$ cat config.mk
export PLATFORM = sky130hd
export DESIGN_NAME = port_rx_fwd_fsm
export DESIGN_NICKNAME = d
export VERILOG_FILES = /design/src/rtl/port_rx_fwd_fsm_pkg.sv /design/src/rtl/port_rx_out_reg.sv /design/src/rtl/port_rx_fwd_fsm.sv
export SDC_FILE = /design/constraint.sdc
export NUM_CORES = 1
export LEC_CHECK = 0
export CAP_MARGIN = 5
export CORE_UTILIZATION = 43
export DETAILED_ROUTE_END_ITERATION = 7
export HOLD_SLACK_MARGIN = 0.1
export PLACE_DENSITY_LB_ADDON = 0.08
export SYNTH_ARGS = -nofsm -noshare
export SYNTH_HDL_FRONTEND = slang
export SYNTH_SLANG_ARGS = --single-unit
$ cat constraint.sdc
create_clock -name clk -period 8.52 [get_ports clk]
set_input_delay 0.852 -clock clk [delete_from_list [all_inputs] [get_ports clk]]
set_output_delay 0.852 -clock clk [all_outputs]
set_load 0.05 [all_outputs]
$ cat src/rtl/port_rx_fwd_fsm_pkg.sv
// Shared definitions for the port RX forwarding stage: port count, PCC field layout,
// PCC codes, MAC field position and the FSM state encoding.
package port_rx_fwd_fsm_pkg;

    localparam int unsigned NUM_PORTS = 4;

    // PCC field sits in the top PRW_PCC bits of every port data word.
    localparam int unsigned PRW_PCC  = 3;
    localparam int unsigned PRW_DATA = 64 - PRW_PCC;

    typedef logic [PRW_PCC-1:0] pcc_t;

    // One flag per bit so a single-word packet is SOP|EOP.
    localparam int unsigned PCC_SOP_BIT = 0;
    localparam int unsigned PCC_EOP_BIT = 1;
    localparam int unsigned PCC_BAD_BIT = 2;

    localparam pcc_t PCC_DATA   = 3'b000;
    localparam pcc_t PCC_SOP    = 3'b001;
    localparam pcc_t PCC_EOP    = 3'b010;
    localparam pcc_t PCC_BADEOP = 3'b110;

    localparam int unsigned MAC_LO = 0;
    localparam int unsigned MAC_W  = 48;

    typedef enum logic [5:0] {
        s_idle = 6'b000001,
        s_req  = 6'b000010,
        s_resp = 6'b000100,
        s_fli  = 6'b001000,
        s_pass = 6'b010000,
        s_drop = 6'b100000
    } state_t;

endpackage

$ cat src/rtl/port_rx_out_reg.sv
// One-entry srdy/drdy registered output stage; full-rate pass-through when the sink is ready.
module port_rx_out_reg #(
    parameter int unsigned width = 64
) (
    input  logic             clk,
    input  logic             reset,
    input  logic [width-1:0] in_data,
    input  logic             in_srdy,
    output logic             in_drdy,
    output logic [width-1:0] out_data,
    output logic             out_srdy,
    input  logic             out_drdy
);

    assign in_drdy = ~out_srdy | out_drdy;

    always_ff @(posedge clk or posedge reset) begin
        if (reset) begin
            out_data <= '0;
            out_srdy <= 1'b0;
        end else if (in_srdy && in_drdy) begin
            out_data <= in_data;
            out_srdy <= 1'b1;
        end else if (out_drdy) begin
            out_srdy <= 1'b0;
        end
    end

endmodule

$ cat src/rtl/port_rx_fwd_fsm.sv
// Per-port ingress stage: lookup on SOP dst MAC, present vector, then forward or drain the packet.
// Statistics counters are built only when PORT_RX_STATS_EN is defined.
module port_rx_fwd_fsm
    import port_rx_fwd_fsm_pkg::*;
#(
    parameter int unsigned pdp_sz  = 64,
    parameter int unsigned portnum = 0,
    parameter int unsigned cnt_sz  = 32
) (
    input  logic                 clk,
    input  logic                 reset,
    input  logic [pdp_sz-1:0]    prx_data,
    input  logic                 prx_srdy,
    output logic                 prx_drdy,
    output logic [47:0]          lreq_dst,
    output logic                 lreq_srdy,
    input  logic                 lreq_drdy,
    input  logic [NUM_PORTS-1:0] lres_vec,
    input  logic                 lres_srdy,
    output logic                 lres_drdy,
    output logic [NUM_PORTS-1:0] lfli_data,
    output logic                 lfli_srdy,
    input  logic                 lfli_drdy,
    output logic [pdp_sz-1:0]    lprx_data,
    output logic                 lprx_srdy,
    input  logic                 lprx_drdy,
    output logic [cnt_sz-1:0]    stat_fwd,
    output logic [cnt_sz-1:0]    stat_drop,
    output logic [cnt_sz-1:0]    stat_bad
);

    localparam int unsigned PCC_LO = pdp_sz - PRW_PCC;
    localparam logic [NUM_PORTS-1:0] self_mask = ~(NUM_PORTS'(1) << portnum);

    state_t               state;
    logic                 rx_sop;
    logic                 rx_eop;
    logic                 rx_xfer;
    logic                 out_in_drdy;
    logic                 out_in_srdy;
    logic [NUM_PORTS-1:0] masked_vec;

    assign rx_sop     = prx_data[PCC_LO + PCC_SOP_BIT];
    assign rx_eop     = prx_data[PCC_LO + PCC_EOP_BIT];
    assign masked_vec = lres_vec & self_mask;

    assign lreq_srdy = (state == s_req);
    assign lres_drdy = (state == s_resp);
    assign lfli_srdy = (state == s_fli);

    // Idle consumes only stray words; the SOP word is peeked and held for s_pass.
    assign prx_drdy = ~reset & (((state == s_idle) & prx_srdy & ~rx_sop) |
                                ((state == s_pass) & out_in_drdy) |
                                (state == s_drop));
    assign rx_xfer     = prx_srdy & prx_drdy;
    assign out_in_srdy = (state == s_pass) & prx_srdy;

    always_ff @(posedge clk or posedge reset) begin
        if (reset) begin
            state     <= s_idle;
            lreq_dst  <= '0;
            lfli_data <= '0;
        end else begin
            unique case (state)
                s_idle: begin
                    if (prx_srdy && rx_sop) begin
                        lreq_dst <= prx_data[MAC_LO +: MAC_W];
                        state    <= s_req;
                    end
                end
                s_req: begin
                    if (lreq_drdy) state <= s_resp;
                end
                s_resp: begin
                    if (lres_srdy) begin
                        lfli_data <= masked_vec;
                        state     <= (masked_vec != '0) ? s_fli : s_drop;
                    end
                end
                s_fli: begin
                    if (lfli_drdy) state <= s_pass;
                end
                s_pass, s_drop: begin
                    if (rx_xfer && rx_eop) state <= s_idle;
                end
                default: state <= s_idle;
            endcase
        end
    end

    port_rx_out_reg #(.width(pdp_sz)) u_out_reg (
        .clk      (clk),
        .reset    (reset),
        .in_data  (prx_data),
        .in_srdy  (out_in_srdy),
        .in_drdy  (out_in_drdy),
        .out_data (lprx_data),
        .out_srdy (lprx_srdy),
        .out_drdy (lprx_drdy)
    );

`ifdef PORT_RX_STATS_EN
    logic rx_bad;
    logic fwd_inc;
    logic drop_inc;
    logic bad_inc;

    assign rx_bad   = prx_data[PCC_LO + PCC_BAD_BIT];
    assign fwd_inc  = (state == s_pass) & rx_xfer & rx_eop & ~rx_bad;
    assign drop_inc = (state == s_drop) & rx_xfer & rx_eop;
    assign bad_inc  = ((state == s_pass) & rx_xfer & rx_eop & rx_bad) |
                      ((state == s_idle) & rx_xfer);

    // Saturating counters.
    always_ff @(posedge clk or posedge reset) begin
        if (reset) begin
            stat_fwd  <= '0;
            stat_drop <= '0;
            stat_bad  <= '0;
        end else begin
            if (fwd_inc  && (stat_fwd  != '1)) stat_fwd  <= stat_fwd  + cnt_sz'(1);
            if (drop_inc && (stat_drop != '1)) stat_drop <= stat_drop + cnt_sz'(1);
            if (bad_inc  && (stat_bad  != '1)) stat_bad  <= stat_bad  + cnt_sz'(1);
        end
    end
`else
    assign stat_fwd  = '0;
    assign stat_drop = '0;
    assign stat_bad  = '0;
`endif

endmodule

==> results.json <==
{
  "core.rowCount": 40,
  "synth_ff_type": "sky130_fd_sc_hd__dfrtp_1",
  "synthesis.area_per_instance_um2": 14.2,
  "ctsRootBufferMaster": "sky130_fd_sc_hd__clkbuf_16",
  "synth_area_leader_cell": "sky130_fd_sc_hd__dfrtp_1",
  "total_switching_power_w": 0.00154,
  "fillCellCount": 966,
  "worstSetupEndpointType": "output pin",
  "timing.critical_path.mode_cell": "sky130_fd_sc_hd__clkdlybuf4s50_1",
  "cts_hold_repair.buffers": 0,
  "final-setup-viol-count": 0,
  "worstSkewPairLatency_ns": 0.40,
  "async_flop_share_pct": 100,
  "place_congestion": 0.763,
  "dr.first_iter.drc_count": 109,
  "antenna-diode-count": 0,
  "number_of_antenna_violations_at_the_first_check_in_global_routing": 0,
  "crit_fanout": 58,
  "crit_path_max_incr_delay_ns": 0.81,
  "postCtsResizedCells": 0,
  "die-area_um2": 13200,
  "die_x_um": 115,
  "total_of_warnings_raised_by_yosys": 0,
  "timing.clock.skew_ns": 0.00460,
  "synth_area_leaders": "sky130_fd_sc_hd__dfrtp_1 (55%), sky130_fd_sc_hd__mux2_2 (16%), sky130_fd_sc_hd__buf_4 (13%)",
  "maximum_number_of_pins_on_one_net_before_global_route_repair": 68,
  "routed-via-count": 3441,
  "setup_tns_ns": 0,
  "comb_power_share_pct": 54.0,
  "synth.cell_area_um2": 5500,
  "timing.final.hold_violations": 0,
  "post_synth_edffs": 0,
  "design.final.nets": 664,
  "holdCritPathClass": "reg -> reg",
  "ant_nets": 0,
  "cts-root-to-sink-buffers": 2,
  "syn_to_final_growth_pct": 40.7,
  "max_slew.worst_pin.slew_ns": 0.849,
  "post_route_cells_drive_above_1_share_pct": 21.3,
  "grt_first_pass_wirelength_um": 17900,
  "power_frac_seq_pct": 27.9,
  "worst_max_slew_margin_expressed_relative_to_the_limit_pct": 43.4,
  "ff_latch_area_um2": 3050,
  "ys_types": 33,
  "clk_network_pwr_share_pct": 18.1,
  "critPathSlowestCell": "sky130_fd_sc_hd__clkdlybuf4s50_1",
  "die_height_um": 115,
  "ir_worst_vdd_v": 0.000276,
  "worst_setup_hold_path_clk_slew_ns": 0.05,
  "pwr_density_cell_nw_per_um2": 441,
  "start_util_pct": 45.0,
  "final-max-slew-violation-count": 0,
  "globalRouteTotalUtil_pct": 18.3,
  "multiInputGateArea_um2": 1980,
  "numPortBuffers": 193,
  "tritoncts.num_buffers": 17,
  "period_minus_slack_ns": 3.74,
  "switching_share_pct": 45.3,
  "tritoncts": "yes",
  "top_post_synthesis_cells_by_count": "sky130_fd_sc_hd__dfrtp_1 (121), sky130_fd_sc_hd__buf_4 (97), sky130_fd_sc_hd__mux2_2 (76)",
  "start_kind": "input pin",
  "crit_required_ns": 7.67,
  "clock_sinks": 122,
  "grt_setup_unrepaired": "false",
  "boundaryPins": 292,
  "overflow": 0,
  "finalCritPeriodShare_pct": 43.8,
  "firstDrtPassIters": 4,
  "detail_routed_net_length_per_standard_cell_um": 15.3,
  "drt_wl_total_um": 11800,
  "core_region_area_um2": 12200,
  "synth_most_common_cell": "sky130_fd_sc_hd__dfrtp_1",
  "drc": 0,
  "max_cap_viol_count": 0,
  "p_total_w": 0.00341,
  "power.leakage_nw": 3.73,
  "run_status": "finished, final reports clean",
  "routed_via_density": 4.48,
  "placed_wire_length_estimate_um": 8380,
  "ys_seq_area_share_pct": 55.6,
  "critical_path_cell_by_cell": "clkdlybuf4s50_1 > inv_4 > o21a_1 > clkdlybuf4s50_1",
  "path_class": "in -> out",
  "ys_seq_elements": 122,
  "netlist.area_leader.share_pct": 55.1,
  "worst_path_dominant_cell_family": "buffers and inverters",
  "htreeDepth": 4,
  "synthCells": 386,
  "cp_num_buf_inv": 3,
  "timing.fmax_ghz": 0.268,
  "internal-power_w": 0.00186,
  "post_cts.repair.setup_buffers": 0,
  "first_global_vias": 3539,
  "critPathArrivalTime_ns": 2.88
}
-- flip-flops by register name, indices dropped and copies added (netlist names) --
signal,count
u_out_reg.out_srdy,1
lfli_data,3
lreq_dst,48
u_out_reg.out_data,64
state,6
-- metal layers --
metal / wire [um] / up-vias / GRT usage (%)
met2: 5870 / 162 / 30.1
met5: 0 / - / 0
met3: 1330 / 9 / 10.7
met1: 4420 / 1739 / 19.7
li1: - / 1531 / -
met4: 131 / 0 / 5.97
-- metrics by stage --
step	setup WS, ns	std cells	area, um2	utilization [%]	hold slack [ns]
after floorplan	3.65	482	5860	-	0.553
after global placement	4.74	738	7220	59.2	0.474
after detailed placement	4.73	738	7220	59.2	0.482
after CTS	4.72	768	7730	63.3	0.494
after global routing	4.64	768	7730	63.3	0.504
final	4.78	768	7730	63.3	0.489
-- worst reg2reg max path: cells and delay by family, from the launching register on --
kind                   cells  cell delay (ns)
buffers and inverters      1             0.49
flip-flops                 1             0.41
AND/OR/NAND/NOR            3             1.05
multiplexers               1             0.38
-- final cells by class --
class / count / area share (%)
Inverter: 4 / 0.227
Sequential cell: 122 / 39.5
Multi-Input combinational cell: 247 / 25.6
Tap cell: 168 / 2.72
Timing Repair Buffer: 197 / 25.4
Clock buffer: 27 / 6.38
Clock inverter: 3 / 0.194
-- worst paths after layout --
check / startpoint / to / slack, ns / depth (start not counted)
setup reg to reg: state[2] / lreq_dst[0] / 6.08 / 5
hold reg to reg: u_out_reg.out_data[59] / u_out_reg.out_data[59] / 0.49 / 1
hold / removal: u_out_reg.out_data[59] / u_out_reg.out_data[59] / 0.49 / 1
min in group asynchronous: reset / u_out_reg.out_data[32] / 0.92 / 2
max in group asynchronous: reset / lreq_dst[46] / 6.27 / 3
setup / recovery: reset / prx_drdy / 4.78 / 4
-- power groups by stage --
stage                     Sequential [W]  Clock, W  Combinational (W)
after floorplan                  0.00176         0           0.000477
after global placement          0.000944         0            0.00184
after detailed placement        0.000958         0            0.00185
after CTS                       0.000954  0.000635            0.00185
after global routing            0.000981  0.000664            0.00191
final                           0.000950  0.000618            0.00184
-- cells by family after synthesis --
kind of cell | Yosys count | synth area share (%)
multiplexers | 117 | 25.3
flip-flops | 122 | 55.6
buffers and inverters | 113 | 14.9
other | 1 | 0.0682
AO/OA/AOI/OAI | 9 | 1.34
AND/OR/NAND/NOR | 24 | 2.73
-- placed cells by master (no fill, tap or decap) --
cell type and count:
sky130_fd_sc_hd__nand3_2 1, sky130_fd_sc_hd__o221ai_1 1, sky130_fd_sc_hd__clkbuf_8 3, sky130_fd_sc_hd__dfstp_2 1, sky130_fd_sc_hd__o21a_1 1, sky130_fd_sc_hd__o21ai_0 1
sky130_fd_sc_hd__mux2_2 76, sky130_fd_sc_hd__mux2_4 20, sky130_fd_sc_hd__nor2_1 1, sky130_fd_sc_hd__o22a_1 1, sky130_fd_sc_hd__inv_1 3, sky130_fd_sc_hd__conb_1 97
sky130_fd_sc_hd__clkbuf_16 17, sky130_fd_sc_hd__nand2_1 5, sky130_fd_sc_hd__nand4_1 2, sky130_fd_sc_hd__nand3_1 1, sky130_fd_sc_hd__nor2b_1 3, sky130_fd_sc_hd__nor3_1 1
sky130_fd_sc_hd__nor4_1 2, sky130_fd_sc_hd__and2_1 1, sky130_fd_sc_hd__buf_4 4, sky130_fd_sc_hd__clkinv_2 3, sky130_fd_sc_hd__o2111ai_2 1, sky130_fd_sc_hd__nand3b_1 4
sky130_fd_sc_hd__and3b_1 1, sky130_fd_sc_hd__o22ai_1 1, sky130_fd_sc_hd__nand2b_1 1, sky130_fd_sc_hd__o2bb2ai_1 1, sky130_fd_sc_hd__mux2_1 21, sky130_fd_sc_hd__nor4_2 1
sky130_fd_sc_hd__clkbuf_1 7, sky130_fd_sc_hd__clkdlybuf4s50_1 193, sky130_fd_sc_hd__a21oi_1 1, sky130_fd_sc_hd__o32ai_1 1, sky130_fd_sc_hd__dfrtp_1 121, sky130_fd_sc_hd__inv_4 1
No activity file was read; power rests on OpenSTA's default activity.
